`config.mk`:
```
export PLATFORM = sky130hd
export DESIGN_NAME = rr_lock_arbiter
export DESIGN_NICKNAME = d
export VERILOG_FILES = /design/src/rtl/rr_lock_arbiter.sv
export SDC_FILE = /design/constraint.sdc
export NUM_CORES = 1
export LEC_CHECK = 0
export CAP_MARGIN = 20
export CORE_MARGIN = 10
export CORE_UTILIZATION = 33
export CTS_CLUSTER_DIAMETER = 50
export DETAILED_ROUTE_END_ITERATION = 8
export PLACE_DENSITY_LB_ADDON = 0.25
export SETUP_SLACK_MARGIN = 0.1
export SYNTH_ARGS = -nofsm -noshare
export SYNTH_HDL_FRONTEND = slang
export SYNTH_SLANG_ARGS = --single-unit
```
`constraint.sdc`:
```
create_clock -name clk -period 2.3 [get_ports clk]
set_input_delay 0.23 -clock clk [delete_from_list [all_inputs] [get_ports clk]]
set_output_delay 0.23 -clock clk [all_outputs]
set_load 0.02 [all_outputs]
```
`src/rtl/rr_lock_arbiter.sv`:
```
// rr_lock_arbiter
//   Round-robin arbiter with multi-beat transaction locking. It merges up to
//   four ready/valid producer channels of W-bit data onto one consumer port.
//   The most recently granted channel becomes the lowest priority. Once the
//   first beat of a transaction is accepted, the grant stays with that
//   channel until its last beat is accepted.
//
//   Parameters:
//     N  : active channels, 2..4. Ports for channels >= N are ignored, and
//          their ready outputs stay low.
//     W  : data width per channel.
//     CW : width of io_chosen, ceil(log2(N)).
//
//   Ports:
//     clk, reset                 : sole clock; synchronous active-high reset
//     io_in_<i>_valid/bits/last  : producer channel i beat
//     io_in_<i>_ready            : channel i beat accepted this cycle
//     io_out_valid/bits/last     : beat presented to the consumer
//     io_out_ready               : consumer accepts the beat
//     io_chosen                  : index of the granted channel
//     io_locked                  : a multi-beat transaction holds the grant
module rr_lock_arbiter #(
  parameter int N = 4,
  parameter int W = 8,
  localparam int CW = (N > 1) ? $clog2(N) : 1
) (
  input  logic          clk,
  input  logic          reset,
  input  logic          io_in_0_valid,
  input  logic [W-1:0]  io_in_0_bits,
  input  logic          io_in_0_last,
  output logic          io_in_0_ready,
  input  logic          io_in_1_valid,
  input  logic [W-1:0]  io_in_1_bits,
  input  logic          io_in_1_last,
  output logic          io_in_1_ready,
  input  logic          io_in_2_valid,
  input  logic [W-1:0]  io_in_2_bits,
  input  logic          io_in_2_last,
  output logic          io_in_2_ready,
  input  logic          io_in_3_valid,
  input  logic [W-1:0]  io_in_3_bits,
  input  logic          io_in_3_last,
  output logic          io_in_3_ready,
  output logic          io_out_valid,
  output logic [W-1:0]  io_out_bits,
  output logic          io_out_last,
  input  logic          io_out_ready,
  output logic [CW-1:0] io_chosen,
  output logic          io_locked
);

  typedef enum logic {
    IDLE   = 1'b0,
    LOCKED = 1'b1
  } state_e;

  state_e        state_q, state_d;
  logic [CW-1:0] ptr_q, ptr_d;
  logic [CW-1:0] lock_idx_q, lock_idx_d;

  logic [3:0]     in_valid;
  logic [3:0]     in_last;
  logic [4*W-1:0] in_bits;
  logic [3:0]     in_ready;

  logic [CW-1:0]  chosen;
  logic           out_valid;
  logic           out_last;
  logic [W-1:0]   out_bits;
  logic           fire;

  assign in_valid = {io_in_3_valid, io_in_2_valid, io_in_1_valid, io_in_0_valid};
  assign in_last  = {io_in_3_last,  io_in_2_last,  io_in_1_last,  io_in_0_last};
  assign in_bits  = {io_in_3_bits,  io_in_2_bits,  io_in_1_bits,  io_in_0_bits};

  // Grant selection. Channels are picked out with shifts rather than indexing,
  // so the select logic stays width-clean for every legal N.
  always_comb begin
    logic [3:0]     vshift;
    logic [3:0]     lshift;
    logic [4*W-1:0] bshift;
    int unsigned    idx;
    logic           found;

    chosen = CW'(N - 1);
    found  = 1'b0;
    idx    = 0;
    vshift = '0;
    if (state_q == LOCKED) begin
      chosen = lock_idx_q;
    end else begin
      // Search order ptr+1 .. ptr (mod N). The first valid channel wins.
      for (int unsigned k = 1; k <= N; k++) begin
        idx    = (32'(ptr_q) + k) % N;
        vshift = in_valid >> idx;
        if (!found && vshift[0]) begin
          found  = 1'b1;
          chosen = CW'(idx);
        end
      end
    end

    vshift    = in_valid >> chosen;
    lshift    = in_last >> chosen;
    bshift    = in_bits >> (32'(chosen) * W);
    out_valid = vshift[0];
    out_last  = lshift[0];
    out_bits  = bshift[W-1:0];
  end

  // Ready goes only to the granted channel and does not depend on that
  // channel's own valid.
  assign in_ready = io_out_ready ? (4'b0001 << chosen) : '0;
  assign fire     = out_valid & io_out_ready;

  always_comb begin
    state_d    = state_q;
    ptr_d      = ptr_q;
    lock_idx_d = lock_idx_q;
    if (fire) begin
      unique case (state_q)
        IDLE: begin
          ptr_d = chosen;
          if (!out_last) begin
            state_d    = LOCKED;
            lock_idx_d = chosen;
          end
        end
        LOCKED: begin
          // ptr already equals lock_idx, so it is left alone here.
          if (out_last) state_d = IDLE;
        end
        default: state_d = IDLE;
      endcase
    end
  end

  always_ff @(posedge clk) begin
    if (reset) begin
      state_q    <= IDLE;
      ptr_q      <= CW'(N - 1);
      lock_idx_q <= '0;
    end else begin
      state_q    <= state_d;
      ptr_q      <= ptr_d;
      lock_idx_q <= lock_idx_d;
    end
  end

  assign io_out_valid  = out_valid;
  assign io_out_bits   = out_bits;
  assign io_out_last   = out_last;
  assign io_chosen     = chosen;
  assign io_locked     = (state_q == LOCKED);
  assign io_in_0_ready = in_ready[0];
  assign io_in_1_ready = in_ready[1];
  assign io_in_2_ready = in_ready[2];
  assign io_in_3_ready = in_ready[3];

endmodule

```
# Yosys cells after proc, flatten, opt, wreduce, memory -nomap -nowiden
# Index checks and enable logic that the tools add are counted.
# totals
output_inout_bits,17
ff_bits,5
elab_cells,39
# classes
add_sub_neg,4
n_reduce_logical,8
bitwise,3
n_mux,13
shifts,8
# ops
cell,count
right shift 32 x 5 -> 8 bit,1
right shift 4 x 2 -> 1 bit,6
two-way mux 2 bit,5
two-way mux 1 bit,7
adder 2 x 1 -> 2 bit (second input constant),2
adder 2 bit (second input constant),2
two-way mux 4 bit,1
left shift 1 x 2 -> 4 bit (first input constant),1
logical AND 1 bit,3
logical NOT 1 bit,3
AND reduction 3 bit,1
NOT 1 bit,2
AND reduction 2 bit,1
bitwise AND 1 bit,1

# Depth between registers and ports, before layout
# depth
word_depth,19
ltp_mapped,9

# Worst setup path before layout
# OpenSTA, ideal clock, no wires.
# synth_timing
kind,register to output
from,register ptr_q[0]
to,output port io_out_bits[0]
t_required_ns,2.070
arrival_ns,2.391
stages_incl_launch_ff,10
slack_ns,-0.321
cell_sequence,dfxtp_1 -> buf_2 -> or3b_4 -> a2111oi_4 -> a311o_2 -> nand2_1 -> buf_2 -> buf_2 -> mux2i_1 -> a21oi_1
# synth_between
elab_chain_cells,17
elab_cells_between_ends,26
classes_between,add/sub (4); shift (5); mux (11); reduce/logical (6)
# synth_lines
element,line_no,text
start: declaration,59,"logic [CW-1:0] ptr_q, ptr_d;"
start signal: assignment,142,ptr_q <= CW'(N - 1);
start signal: assignment,146,ptr_q <= ptr_d;
adder 2 x 1 -> 2 bit,95,idx = (32'(ptr_q) + k) % N;
right shift 4 x 2 -> 1 bit,96,vshift = in_valid >> idx;
two-way mux 1 bit,97,if (!found && vshift[0]) begin
two-way mux 1 bit,90,if (state_q == LOCKED) begin
logical NOT 1 bit,97,
logical AND 1 bit,97,
two-way mux 1 bit,97,
two-way mux 1 bit,90,
[2 not listed],--,
two-way mux 1 bit,97,
two-way mux 1 bit,90,
logical NOT 1 bit,97,
logical AND 1 bit,97,
two-way mux 2 bit *,97,
two-way mux 2 bit *,90,
net io_chosen[1],49,"output logic [CW-1:0] io_chosen,"
right shift 32 x 5 -> 8 bit *,106,bshift = in_bits >> (32'(chosen) * W);
end: declaration,46,"output logic [W-1:0] io_out_bits,"
# The timed path passes the listed nets; every way through them passes the cells marked *. The select of a mux whose other input is x is not followed.

# Final worst setup path
# layout_timing
from,register ptr_q[0]
to,output port io_out_valid
# layout_between
elab_chain_cells,17
elab_cells_between_ends,26
classes_between,add/sub (4); shift (5); mux (11); reduce/logical (6)
# layout_lines
element,line_no,text
adder 2 x 1 -> 2 bit,95,
right shift 4 x 2 -> 1 bit,96,
two-way mux 1 bit,97,
two-way mux 1 bit,90,
logical NOT 1 bit,97,
logical AND 1 bit,97,
two-way mux 1 bit,97,
two-way mux 1 bit,90,
logical NOT 1 bit,97,
logical AND 1 bit,97,
two-way mux 1 bit,97,
two-way mux 1 bit,90,
logical NOT 1 bit,97,
logical AND 1 bit,97,
two-way mux 2 bit *,97,
two-way mux 2 bit *,90,
right shift 4 x 2 -> 1 bit *,104,vshift = in_valid >> chosen;
end: declaration,45,"output logic io_out_valid,"
# Every way passes the cells marked *; elsewhere a longest branch is shown, timed or not. The select of a mux whose other input is x is not followed.

==> flow_summary.yaml <==
worst_setup_path:
  cp_max_fo: 6
  critPathCaptureType: "output port"
  max_stage_delay_ps: 390
  crit_type: "register to output port"
  crit_path_top_delay_cell: "a311o_2"
  r2r_slack_ps: -190
  crit_chain: "buf_4, nand2b_1, a21o_2, a311o_2, buf_4, and4_4, or3_4, buf_4"
  reg2reg_depth: 9
  cp.arrival_ps: 2270
  timing.critical_path.from_type: "register"
  r2r-start: "ptr_q[0]"
  cp.required_ps: 2070
  crit_top_cell: "buf_4"
  reg2reg_to: "ptr_q[1]"
placed_design:
  placed_cell_area_um2: 1840
  gp_congestion: 0.820
  numPortBuffers: 59
  dp_hpwl_um: 3270
  placedCellCount: 240
global_routing:
  grt-ovfl-total: 0
  track_usage: 0.142
  grt_pass1_wl_um: 6330
  grt_max_degree: 14
  antenna_found_initial: 0
  grt_pass1_vias: 1359
sta:
  report.final.setup_viol: 17
  finalMaxSlewViolations: 0
  hold_viol_final: 0
  finalCriticalPeriod_ps: 2500
  rsz0062_at_grt: "yes"
  setup_ws_ps: -203
  fmaxAchievable_mhz: 400
  tightest_slew_ps: 327
  clock_skew_ps: 4.43
  layout_worst_path_cycle_share: 1.09
  slew_headroom: 0.780
cts:
  cts_buffers: 3
  clk_pin_slew_ps: 50
  cts_max_level: 1
  clockBufferDepth: 2
  tritoncts: "built"
  cts_hold_buf: 0
  cts_sinks: 5
  clock_latency_ps: 250
  root_buffer: "clkbuf_4"
final_layout:
  diodes: 0
  area_delta_synth_final_pct: 118
  n_fill_cell: 204
  fin_util: 0.749
  final_cells: 251
  regArea_um2: 105
  drive_above_1_share: 0.536
  multi_input_area_um2: 938
  fin_area_um2: 2070
  num-nets-final: 264
drt:
  dr.pass1.iters: 4
  drt_iter0_drc: 78
  viasPerCell: 5.28
  dr_total_vias: 1325
  drcViolationCount: 0
  antenna_left: 0
  wl_per_cell_um: 16.7
  wl_um: 4200
floorplan:
  dieArea_um2: 5410
  pin_count: 60
  core_um2: 2760
  fp-row-count: 19
  die_x_um: 73.5
  die_h_um: 73.5
  start_util: 0.343
run:
  drv_cap: 0
min_path:
  whs_path_depth: 2
  min_from: "lock_idx_q[0]"
  hold_end: "lock_idx_q[0]"
  hold_class: "register to register"
synthesis:
  ys_async_sr_fraction: 0
  synth.net_count: 168
  syn_area_per_cell_um2: 7.57
  synthCells: 125
  synth_common_cells: "nor2_1, a21oi_1, mux2_2"
  yosysMostFrequentCell: "nor2_1"
  synth-seq-cells: 5
  synth_top_area_frac: 0.119
  synthTopCellsByArea: "mux2_2, dfxtp_1, mux2i_1"
  yosysSeqAreaShare: 0.106
  ys_warn_count: 0
  synth_edf_count: 0
  synth_largest_area_cell: "mux2_2"
  synth_top_flop_cell: "dfxtp_1"
  ys_types: 47
  synth_area_um2: 946
pwr:
  powerDensity_nw_per_um2: 1120
  irDropWorstVdd_mv: 0.859
  leakagePower_nw: 0.854
outcome:
  status: "finished, violations left"
  violations: "negative setup slack"
==> critical path: cells and delay by family, from the launching register on <==
kind | cells | cell delay [ps]
buffers and inverters | 3 | 450
DFF | 1 | 370
and+or+nand+nor | 3 | 610
AOI/OAI and AO/OA | 2 | 600
==> through the flow <==
step	setup slack (ps)	power, mW	setup TNS (ps)	hold slack, ps
after global placement	-730	1.84	-12810	590
after detailed placement	-821	1.87	-13660	601
after global routing	-301	2.47	-4130	656
after floorplan	11.4	1.14	0	338
after CTS	-324	2.17	-4050	619
final	-203	2.32	-2550	624
==> cells by family (layout without fill, tap and decap cells) <==
group	count (synthesis)	after routing	share of synthesized area
compound gates	33	33	0.255
buf+inv	13	108	0.0860
flops	5	5	0.106
mux	18	18	0.204
simple gates	56	56	0.349
==> registers in the layout, summed over array words and instances (netlist names) <==
name	cells
lock_idx_q	2
ptr_q	2
io_locked	1
==> cell type report <==
cell class              count  area share
clock buffers               4      0.0127
inverters                   3     0.00787
multi-input cells         107       0.454
flip-flops and latches      5      0.0509
well taps                  31      0.0188
repair buffers            101       0.455
==> metal layers <==
layer  wire length, um  track usage  part of all wire  up-vias
li1                  -            -                 -      654
met1              1530        0.142              0.37      613
met2              2130        0.252              0.51       54
met3               503       0.0834              0.12        4
met4                31       0.0186            0.0074        0
met5                 0            0                 0        -
==> repair_timing <==
item                       in CTS  in global routing
gates resized for setup       108                 30
gates cloned                    1                  0
pin swaps                       7                 13
buffers inserted                5                  2
setup endpoints to repair      21                 21
==> report_power, final <==
| group | switching, mW | internal (mW) |
|---|---|---|
| sequential | 0.0251 | 0.113 |
| clock | 0.0404 | 0.0659 |
| combinational | 0.988 | 1.08 |
| total | 1.05 | 1.26 |
==> placed cells by master, fill, tap and decap left out, types with 4 or more instances in the layout <==
cell             instances
a21oi_1                  4
a21oi_2                 11
buf_4                   39
buf_6                   18
clkdlybuf4s50_1         39
dlygate4sd2_1            4
mux2_2                   7
mux2i_1                  7
nand3_1                  5
nor2_1                   7
nor2_2                   7
o21ai_0                  4
==> worst max path at each step <==
stage	slack, ps	from	endpoint
final	-200	ptr_q[0]	io_out_valid
after global placement	-730	io_in_0_valid	io_out_bits[5]
after detailed placement	-820	io_in_0_valid	io_out_last
after CTS	-320	ptr_q[0]	io_out_bits[0]
after global routing	-300	ptr_q[0]	io_out_bits[2]
after floorplan	10	ptr_q[0]	ptr_q[1]
No activity file was read; power rests on OpenSTA's default activity.
